--- config.mk ---
export PLATFORM = sky130hd
export DESIGN_NAME = pipeline_hazard_ctrl_flat
export DESIGN_NICKNAME = d
export VERILOG_FILES = /design/src/rtl/pipeline_hazard_ctrl_if.sv /design/src/rtl/pipeline_hazard_ctrl.sv /design/src/flat_wrapper.sv
export SDC_FILE = /design/constraint.sdc
export NUM_CORES = 1
export LEC_CHECK = 0
export ABC_CLOCK_PERIOD_IN_PS = 5710
export CAP_MARGIN = 20
export CELL_PAD_IN_SITES_DETAIL_PLACEMENT = 0
export CELL_PAD_IN_SITES_GLOBAL_PLACEMENT = 1
export CORE_ASPECT_RATIO = 0.7
export CORE_MARGIN = 3
export CORE_UTILIZATION = 36
export CTS_CLUSTER_SIZE = 25
export DETAILED_ROUTE_END_ITERATION = 10
export PLACE_DENSITY_LB_ADDON = 0.1
export SLEW_MARGIN = 20
export SYNTH_ARGS = -nofsm -noshare
export SYNTH_HDL_FRONTEND = slang
export SYNTH_SLANG_ARGS = --single-unit
--- constraint.sdc ---
create_clock -name clk -period 5.71 [get_ports clk]
set_input_delay 1.713 -clock clk [delete_from_list [all_inputs] [get_ports clk]]
set_output_delay 1.713 -clock clk [all_outputs]
set_load 0.05 [all_outputs]
--- src/rtl/pipeline_hazard_ctrl_if.sv ---
// Hazard-controller bundle: decode/execute hazard inputs plus the stage
// enables, flushes and performance counters the controller drives back.
interface pipeline_hazard_ctrl_if #(parameter int CNT_W = 16);
  logic [4:0]       id_rs, id_rt, ex_rt;
  logic             ex_mem_read, branch_taken, jump, mc_start, cnt_clr;
  logic             pc_en, if_id_en, if_id_flush, id_ex_en, id_ex_flush, busy;
  logic [CNT_W-1:0] stall_cnt, flush_cnt;

  modport master (
    output id_rs, id_rt, ex_rt, ex_mem_read, branch_taken, jump, mc_start, cnt_clr,
    input  pc_en, if_id_en, if_id_flush, id_ex_en, id_ex_flush, busy, stall_cnt, flush_cnt
  );

  modport slave (
    input  id_rs, id_rt, ex_rt, ex_mem_read, branch_taken, jump, mc_start, cnt_clr,
    output pc_en, if_id_en, if_id_flush, id_ex_en, id_ex_flush, busy, stall_cnt, flush_cnt
  );
endinterface

--- src/rtl/pipeline_hazard_ctrl.sv ---
// Front-end sequencing: freezes for multi-cycle EX ops, stalls on load-use,
// flushes IF/ID on ID-resolved redirects, and counts stall/flush cycles.
module pipeline_hazard_ctrl #(
  parameter int MC_LAT = 4,
  parameter int CNT_W  = 16
) (
  input  logic                  clk,
  input  logic                  reset,
  pipeline_hazard_ctrl_if.slave hz
);
  localparam logic [0:0] RUN     = 1'b0;
  localparam logic [0:0] MC_BUSY = 1'b1;
  localparam logic [3:0] MC_INIT = 4'(MC_LAT - 2);
  localparam bit         MC_MULTI = (MC_LAT > 2);
  localparam logic [CNT_W-1:0] CNT_MAX = '1;

  logic [0:0]       state;
  logic [3:0]       mc_cnt;
  logic [CNT_W-1:0] stall_cnt, flush_cnt;
  logic             freeze, lu, redir;
  logic             pc_en, if_id_en, if_id_flush, id_ex_en, id_ex_flush;

  // Reset masks every hazard term so the pipeline free-runs while held.
  assign freeze = !reset && (state == MC_BUSY || hz.mc_start);
  assign lu     = !reset && hz.ex_mem_read && (hz.ex_rt != 5'd0) &&
                  (hz.ex_rt == hz.id_rs || hz.ex_rt == hz.id_rt);
  assign redir  = !reset && (hz.branch_taken || hz.jump);

  always_comb begin
    pc_en       = 1'b1;
    if_id_en    = 1'b1;
    if_id_flush = 1'b0;
    id_ex_en    = 1'b1;
    id_ex_flush = 1'b0;
    if (freeze) begin
      pc_en    = 1'b0;
      if_id_en = 1'b0;
      id_ex_en = 1'b0;
    end else if (lu) begin
      // ID operands are stale, so any branch decision waits for the retry.
      pc_en       = 1'b0;
      if_id_en    = 1'b0;
      id_ex_flush = 1'b1;
    end else if (redir) begin
      if_id_flush = 1'b1;
    end
  end

  always_ff @(posedge clk or posedge reset) begin
    if (reset) begin
      state  <= RUN;
      mc_cnt <= 4'd0;
    end else begin
      case (state)
        RUN: if (hz.mc_start && MC_MULTI) begin
          state  <= MC_BUSY;
          mc_cnt <= MC_INIT;
        end
        MC_BUSY: if (mc_cnt == 4'd1) begin
          state  <= RUN;
          mc_cnt <= 4'd0;
        end else begin
          mc_cnt <= mc_cnt - 4'd1;
        end
        default: begin
          state  <= RUN;
          mc_cnt <= 4'd0;
        end
      endcase
    end
  end

  always_ff @(posedge clk or posedge reset) begin
    if (reset) begin
      stall_cnt <= '0;
      flush_cnt <= '0;
    end else if (hz.cnt_clr) begin
      stall_cnt <= '0;
      flush_cnt <= '0;
    end else begin
      if (!pc_en && stall_cnt != CNT_MAX) stall_cnt <= stall_cnt + 1'b1;
      if (if_id_flush && flush_cnt != CNT_MAX) flush_cnt <= flush_cnt + 1'b1;
    end
  end

  assign hz.pc_en       = pc_en;
  assign hz.if_id_en    = if_id_en;
  assign hz.if_id_flush = if_id_flush;
  assign hz.id_ex_en    = id_ex_en;
  assign hz.id_ex_flush = id_ex_flush;
  assign hz.busy        = freeze;
  assign hz.stall_cnt   = stall_cnt;
  assign hz.flush_cnt   = flush_cnt;
endmodule

--- src/flat_wrapper.sv ---
// flat-port wrapper written by rule: the top's interface ports become plain ports
module pipeline_hazard_ctrl_flat 
#(
  parameter int MC_LAT = 4,
  parameter int CNT_W  = 16
)
  (clk, reset, hz_id_rs, hz_id_rt, hz_ex_rt, hz_ex_mem_read, hz_branch_taken, hz_jump, hz_mc_start, hz_cnt_clr, hz_pc_en, hz_if_id_en, hz_if_id_flush, hz_id_ex_en, hz_id_ex_flush, hz_busy, hz_stall_cnt, hz_flush_cnt);
  pipeline_hazard_ctrl_if #(.CNT_W(CNT_W)) hz_i ();
  input  logic clk;
  input  logic reset;
  input wire logic [$bits(hz_i.id_rs)-1:0] hz_id_rs;
  input wire logic [$bits(hz_i.id_rt)-1:0] hz_id_rt;
  input wire logic [$bits(hz_i.ex_rt)-1:0] hz_ex_rt;
  input wire logic [$bits(hz_i.ex_mem_read)-1:0] hz_ex_mem_read;
  input wire logic [$bits(hz_i.branch_taken)-1:0] hz_branch_taken;
  input wire logic [$bits(hz_i.jump)-1:0] hz_jump;
  input wire logic [$bits(hz_i.mc_start)-1:0] hz_mc_start;
  input wire logic [$bits(hz_i.cnt_clr)-1:0] hz_cnt_clr;
  output wire logic [$bits(hz_i.pc_en)-1:0] hz_pc_en;
  output wire logic [$bits(hz_i.if_id_en)-1:0] hz_if_id_en;
  output wire logic [$bits(hz_i.if_id_flush)-1:0] hz_if_id_flush;
  output wire logic [$bits(hz_i.id_ex_en)-1:0] hz_id_ex_en;
  output wire logic [$bits(hz_i.id_ex_flush)-1:0] hz_id_ex_flush;
  output wire logic [$bits(hz_i.busy)-1:0] hz_busy;
  output wire logic [$bits(hz_i.stall_cnt)-1:0] hz_stall_cnt;
  output wire logic [$bits(hz_i.flush_cnt)-1:0] hz_flush_cnt;
  assign hz_i.id_rs = hz_id_rs;
  assign hz_i.id_rt = hz_id_rt;
  assign hz_i.ex_rt = hz_ex_rt;
  assign hz_i.ex_mem_read = hz_ex_mem_read;
  assign hz_i.branch_taken = hz_branch_taken;
  assign hz_i.jump = hz_jump;
  assign hz_i.mc_start = hz_mc_start;
  assign hz_i.cnt_clr = hz_cnt_clr;
  assign hz_pc_en = hz_i.pc_en;
  assign hz_if_id_en = hz_i.if_id_en;
  assign hz_if_id_flush = hz_i.if_id_flush;
  assign hz_id_ex_en = hz_i.id_ex_en;
  assign hz_id_ex_flush = hz_i.id_ex_flush;
  assign hz_busy = hz_i.busy;
  assign hz_stall_cnt = hz_i.stall_cnt;
  assign hz_flush_cnt = hz_i.flush_cnt;
  pipeline_hazard_ctrl #(.MC_LAT(MC_LAT), .CNT_W(CNT_W)) u_core (.clk(clk), .reset(reset), .hz(hz_i));
endmodule
==> impl_results.md <==
- Routed vias: 2,106
- Post-CTS Resized: 0
- Post-DP Area: 0.00296 sq mm
- Max Clock Skew: between 0.005 and 0.006 ns
- Clock Power Share: 30.4%
- Post-CTS setup repair buffer count: 0
- WL/cell: 14.8 um
- Total track usage: 16.6%
- Max Clock Freq: approximately 190 MHz
- Switching Share: between 30% and 40%
- ANT nets after route: 0
- Peak supply drop: 0.163 mV
- Most common cell after layout, fill and taps aside: clkdlybuf4s50_1
- Port bufs: 59
- DP HPWL: 4200 um
- Clk sinks: 37
- Htree depth: 2
- Yosys cell types: 39
- Rows: 23
- Initial Util: between 30% and 40%
- Number of global-route vias before repair: roughly 1.9k
- First-pass GRT wire length: just under 10,000 um
- P_leak: 1.14 nW
- Placed Cells: between 300 and 400
- Layout cells sized above 1: 10.9%
- Drt total wl: 5740 um
- Cell area after synthesis: 0.00224 sq mm
- Total Nets Final: roughly 340
- Switching power: 205 uW
- CTS buffer count: 5
- Crit start category: input port
- Boundary pin count: 60
- Crit. End Element: output port
- Grt ovf: 0
- TritonCTS clock tree: yes
- Max Cap Viol: 0
- Hold buffers post-CTS: 0
- Cells after synthesis: 253
- Fin. max-slew vios: 0
- DIE WIDTH: approximately 100 um
- Root buffer cell: clkbuf_8
- Most frequent cells in the layout: clkdlybuf4s50_1 (53), dfrtp_1 (37), a21oi_1 (24), nor2_1 (17), o21ai_0 (17)
- Sequential share of power: 45.7%
- DIE AREA: 0.00722 sq mm
- Die Span Y: about 72 um
- Largest net degree at the start of global routing: 37
- Hold Slack: 0.518 ns
- Final setup violation count: 0
- Register area: 926 sq um
- Critical path class: input port to output port
- Critical path data required time: approximately 4.0 ns
- Synth Register Bits: 37
- Yosys warns: 0
- Avg Synthesized Cell Area: 8.85 sq um
- Final Hold Fails: 0
- Int Power: 460 uW
- DRC violations left: 0
- Drt pass-1 iters: 4
- Syn nets: between 200 and 300
- Final period util: 90.2%
- Final instance area: 0.00307 sq mm
- DR vias/cell: ~5.4
- # diodes: 0
- Core area: a little under 0.006 sq mm
- Syn-to-layout area delta: 37.0%
- Clk_lat worst skew: 0.29 ns
- Logic pwr share: about a quarter
- Finished Layout Cells: ~390
- Longest Clk Path Bufs: 2
- Register area share after synthesis: 41.4%
- Hold Path Class: register to register
- Clock transition at the registers of the reported paths: 0.07 ns
- Fillers: 584
- Post-route minimum period: 5.15 ns
- Starting DRT DRC Count: 66
- PD cells: 217 mW/mm^2
- Setup tns final: 0 ns
- Outcome: completed
- Final Wtd Congestion: 0.753
- Multi-input gate area: 0.00124 sq mm
- Max_slew headroom: 34.0%
- Crit path DAT: about 3.4 ns
- Actual slew at the worst max-slew pin: 0.987 ns
- Initial antenna violation count: 0
- RSZ-0062 raised after global routing: no
- Top fanout value on the critical path: 4
## critical path: stages
cell and delay [ns]:
clkdlybuf4s50_1 0.47, or3_1 0.39, o311a_1 0.38, a21oi_4 0.30, buf_12 0.18
## worst paths after layout
path,from,end,slack [ns],cells after the start
min in group asynchronous,reset,u_core.state,1.67,2
worst min-delay path,u_core.mc_cnt[2],u_core.mc_cnt[2],0.52,1
worst max-delay path,hz_ex_rt[1],hz_pc_en,0.56,5
worst max register to register,u_core.hz.stall_cnt[3],u_core.hz.stall_cnt[13],3.37,6
max in group asynchronous,reset,u_core.hz.flush_cnt[4],3.39,3
worst min register to register,u_core.mc_cnt[2],u_core.mc_cnt[2],0.52,1
## layout make-up
cell class                 count  share of cell area, %
clock buffer                   7                   3.14
tap                           75                   3.06
clock inverter                 1                  0.163
timing repair buffer          64                   21.6
multi-input combinational    195                   40.5
sequential                    37                   30.2
inverter                       9                   1.35
## per-layer routing
metal  vias up  track usage (%)  routed length [um]
met5         -                0                   0
met4         0             3.89                  50
met3         7             3.55                 227
met2        37             22.6                2410
met1      1003             26.4                3050
li1       1059                -                   -
## logic make-up after synthesis
family	after synthesis	synth area share, %
mux	8	3.97
compound gates	62	16.5
flops	37	41.4
buf+inv	21	4.14
simple gates	111	27.9
fa+ha+maj	4	2.24
xor+xnor	10	3.91
## cells in the mapped netlist, drive strengths merged
library cell  count  area share [%]
a2111oi           1            0.39
a21o              1            0.34
a21oi            25             5.8
and3              4             1.1
and4              2            0.78
buf               4             1.3
clkbuf            8             1.3
dfrtp            37              41
ha                4             2.2
inv               9             1.5
mux2              7             3.5
mux2i             1            0.45
nand2            12             2.0
nand2b            4             1.1
nand3            16             3.6
nand4             8             2.2
nand4b            1            0.39
nor2             18             3.0
nor2b             8             2.2
nor3              3            0.67
nor3b             2            0.67
nor4              7             2.0
o211a             1            0.45
o211ai            1            0.34
o21a              1            0.34
o21ai            18             4.0
o22ai             1            0.28
o311a             1            0.45
o31a              1            0.39
o31ai            10             3.4
o41ai             1            0.39
or2               1            0.28
or3              12             3.4
or3b              2            0.78
or4              11             3.7
xnor2            10             3.9
## power groups by stage
stage | logic (mW) | clock network, mW | registers [mW]
floorplan | 0.104 | 0 | 0.307
global placement | 0.158 | 0 | 0.309
detailed placement | 0.162 | 0 | 0.308
CTS | 0.162 | 0.209 | 0.304
global route | 0.178 | 0.223 | 0.308
finish | 0.159 | 0.202 | 0.304
## stage by stage
| step | utilization [%] | worst slack [ns] | total power [mW] |
|---|---|---|---|
| global route | 52.2 | 0.504 | 0.708 |
| detailed placement | 50.5 | 0.557 | 0.470 |
| floorplan | - | 0.0360 | 0.411 |
| finish | 52.2 | 0.562 | 0.665 |
| CTS | 52.2 | 0.547 | 0.674 |
| global placement | 50.5 | 0.581 | 0.467 |
## registers in the layout, summed over array words and instances, names as in the netlist
register	count
u_core.mc_cnt	4
u_core.state	1
u_core.hz.stall_cnt	16
u_core.hz.flush_cnt	16
No activity file was read; power rests on OpenSTA's default activity.
==> RTL edit (config.mk and constraints unchanged) <==
`CNT_W` is set to 16 in 3 places; all go to 14.
--- a/src/rtl/pipeline_hazard_ctrl_if.sv
+++ b/src/rtl/pipeline_hazard_ctrl_if.sv
@@ -1,6 +1,6 @@
 // Hazard-controller bundle: decode/execute hazard inputs plus the stage
 // enables, flushes and performance counters the controller drives back.
-interface pipeline_hazard_ctrl_if #(parameter int CNT_W = 16);
+interface pipeline_hazard_ctrl_if #(parameter int CNT_W = 14);
   logic [4:0]       id_rs, id_rt, ex_rt;
   logic             ex_mem_read, branch_taken, jump, mc_start, cnt_clr;
   logic             pc_en, if_id_en, if_id_flush, id_ex_en, id_ex_flush, busy;
--- a/src/rtl/pipeline_hazard_ctrl.sv
+++ b/src/rtl/pipeline_hazard_ctrl.sv
@@ -2,7 +2,7 @@
 // flushes IF/ID on ID-resolved redirects, and counts stall/flush cycles.
 module pipeline_hazard_ctrl #(
   parameter int MC_LAT = 4,
-  parameter int CNT_W  = 16
+  parameter int CNT_W  = 14
 ) (
   input  logic                  clk,
   input  logic                  reset,
--- a/src/flat_wrapper.sv
+++ b/src/flat_wrapper.sv
@@ -2,7 +2,7 @@
 module pipeline_hazard_ctrl_flat 
 #(
   parameter int MC_LAT = 4,
-  parameter int CNT_W  = 16
+  parameter int CNT_W  = 14
 )
   (clk, reset, hz_id_rs, hz_id_rt, hz_ex_rt, hz_ex_mem_read, hz_branch_taken, hz_jump, hz_mc_start, hz_cnt_clr, hz_pc_en, hz_if_id_en, hz_if_id_flush, hz_id_ex_en, hz_id_ex_flush, hz_busy, hz_stall_cnt, hz_flush_cnt);
   pipeline_hazard_ctrl_if #(.CNT_W(CNT_W)) hz_i ();
Ports: changed (resized hz_flush_cnt and hz_stall_cnt); port bits go from 60 to 56. No check against the original RTL was run, so the function may have changed too.
==> RTL edit against the unedited design <==
Final cell count is 10% lower. Area after synthesis fell by 8.8%. Final area fell by 9.5%. Worst setup slack got worse by 170 ps. Total power down 3.9%. Global-route usage is 1.3 points lower. Critical path depth stayed put. Sequential power shrank 7.2%. Routed wire length fell by 13%. Sequential cell count shrank 4. Clock skew is essentially flat. Synthesized cell count shrank 13%. Sequential share of layout area fell by 0.45 points. Combinational power increased by 11%.
==> RTL edit: results <==
[outcome]
outcome = "finished clean"

[grt]
grt_first_pass_wirelength_mm = 8.03
first_global_vias = 1658
track_usage_pct = 15.3
grt_start_max_net_pins = 33

[synth]
synth.top_cells.by_count = "33 x dfrtp_1, 25 x nor2_1, 20 x xnor2_1"
syn-num-nets = 245
synth.top_cells.by_area = "dfrtp_1 40%, xnor2_1 8.6%, nor2_1 4.6%"
synth-seq-area-share_pct = 40.4
post_synth_num_cell_types = 40

[placed_design]
globalplace.congestion = 0.737
detailed_place_hpwl_mm = 3.65
dp_worst_setup_slack_ps = 394
io_buffers = 55

[finish]
design.final.nets = 302
largest_registers = "u_core.hz.flush_cnt: 14 flops, u_core.hz.stall_cnt: 14 flops, u_core.mc_cnt: 4 flops"
layout-drive-gt1-share_pct = 10.5

[detailed_routing]
drt_first_iter_violations = 35
detail_route.wl_per_cell_um = 14.4
via_per_inst = 5.03

[setup_path]
ff2ff_path_depth = 7
critical_path.slowest_cell = "clkdlybuf4s50_1"
worstPathMaxFanout = 15

[clock_tree]
cts.clk_slew.worst_paths_ps = 70

[power_and_ir_drop]
cell_leakage_power_uw = 0.00103
vdd_drop_max_mv = 0.0752
swShare_pct = 33.4

[timing]
skew_ps = 5.37
timing_worst_slew_pin_value_ps = 819
[RTL edit: metal layers]
metal,wire (um),global-route usage [%],vias to the layer above
met5,0,0,-
met1,2650,23.1,808
li1,-,-,897
met2,1970,21.0,40
met4,34,2.84,0
met3,345,5.13,4
[RTL edit: final cells by class]
class	instances	area, um^2
Tap cell	72	90.1
Timing Repair Buffer	59	603
Multi-Input combinational cell	168	1140
Inverter	9	33.8
Sequential cell	33	826
Fill cell	512	2590
Clock buffer	7	86.3
[RTL edit: final timing paths]
check                                       start                      end  slack, ps
max                                   hz_ex_rt[1]           hz_if_id_flush        400
min                              u_core.mc_cnt[3]         u_core.mc_cnt[3]        480
max reg2reg                u_core.hz.flush_cnt[0]   u_core.hz.flush_cnt[3]       3230
min reg2reg                      u_core.mc_cnt[3]         u_core.mc_cnt[3]        480
max in group asynchronous                   reset  u_core.hz.stall_cnt[11]       3660
min in group asynchronous                   reset         u_core.mc_cnt[2]       1810
[RTL edit: logic make-up after synthesis]
group	after synthesis	synth area share (%)
and+or+nand+nor	87	21.6
AOI/OAI and AO/OA	50	18.9
DFF	33	40.4
xor gates and xnor gates	21	9.01
buffers and inverters	18	4.23
muxes	6	3.37
adders and majority gates	4	2.45
[RTL edit: power groups by stage]
stage	clock, uW	combinational (uW)	sequential [uW]
floorplan	0	119	285
global placement	0	177	286
detailed placement	0	178	285
CTS	185	178	281
global route	199	194	286
finish	181	177	282
[RTL edit: through the flow]
| step | std cells | instance area (um^2) |
|---|---|---|
| after floorplan | 219 | 2050 |
| after global placement | 341 | 2690 |
| after detailed placement | 341 | 2690 |
| after CTS | 348 | 2780 |
| after global routing | 348 | 2780 |
| final | 348 | 2780 |
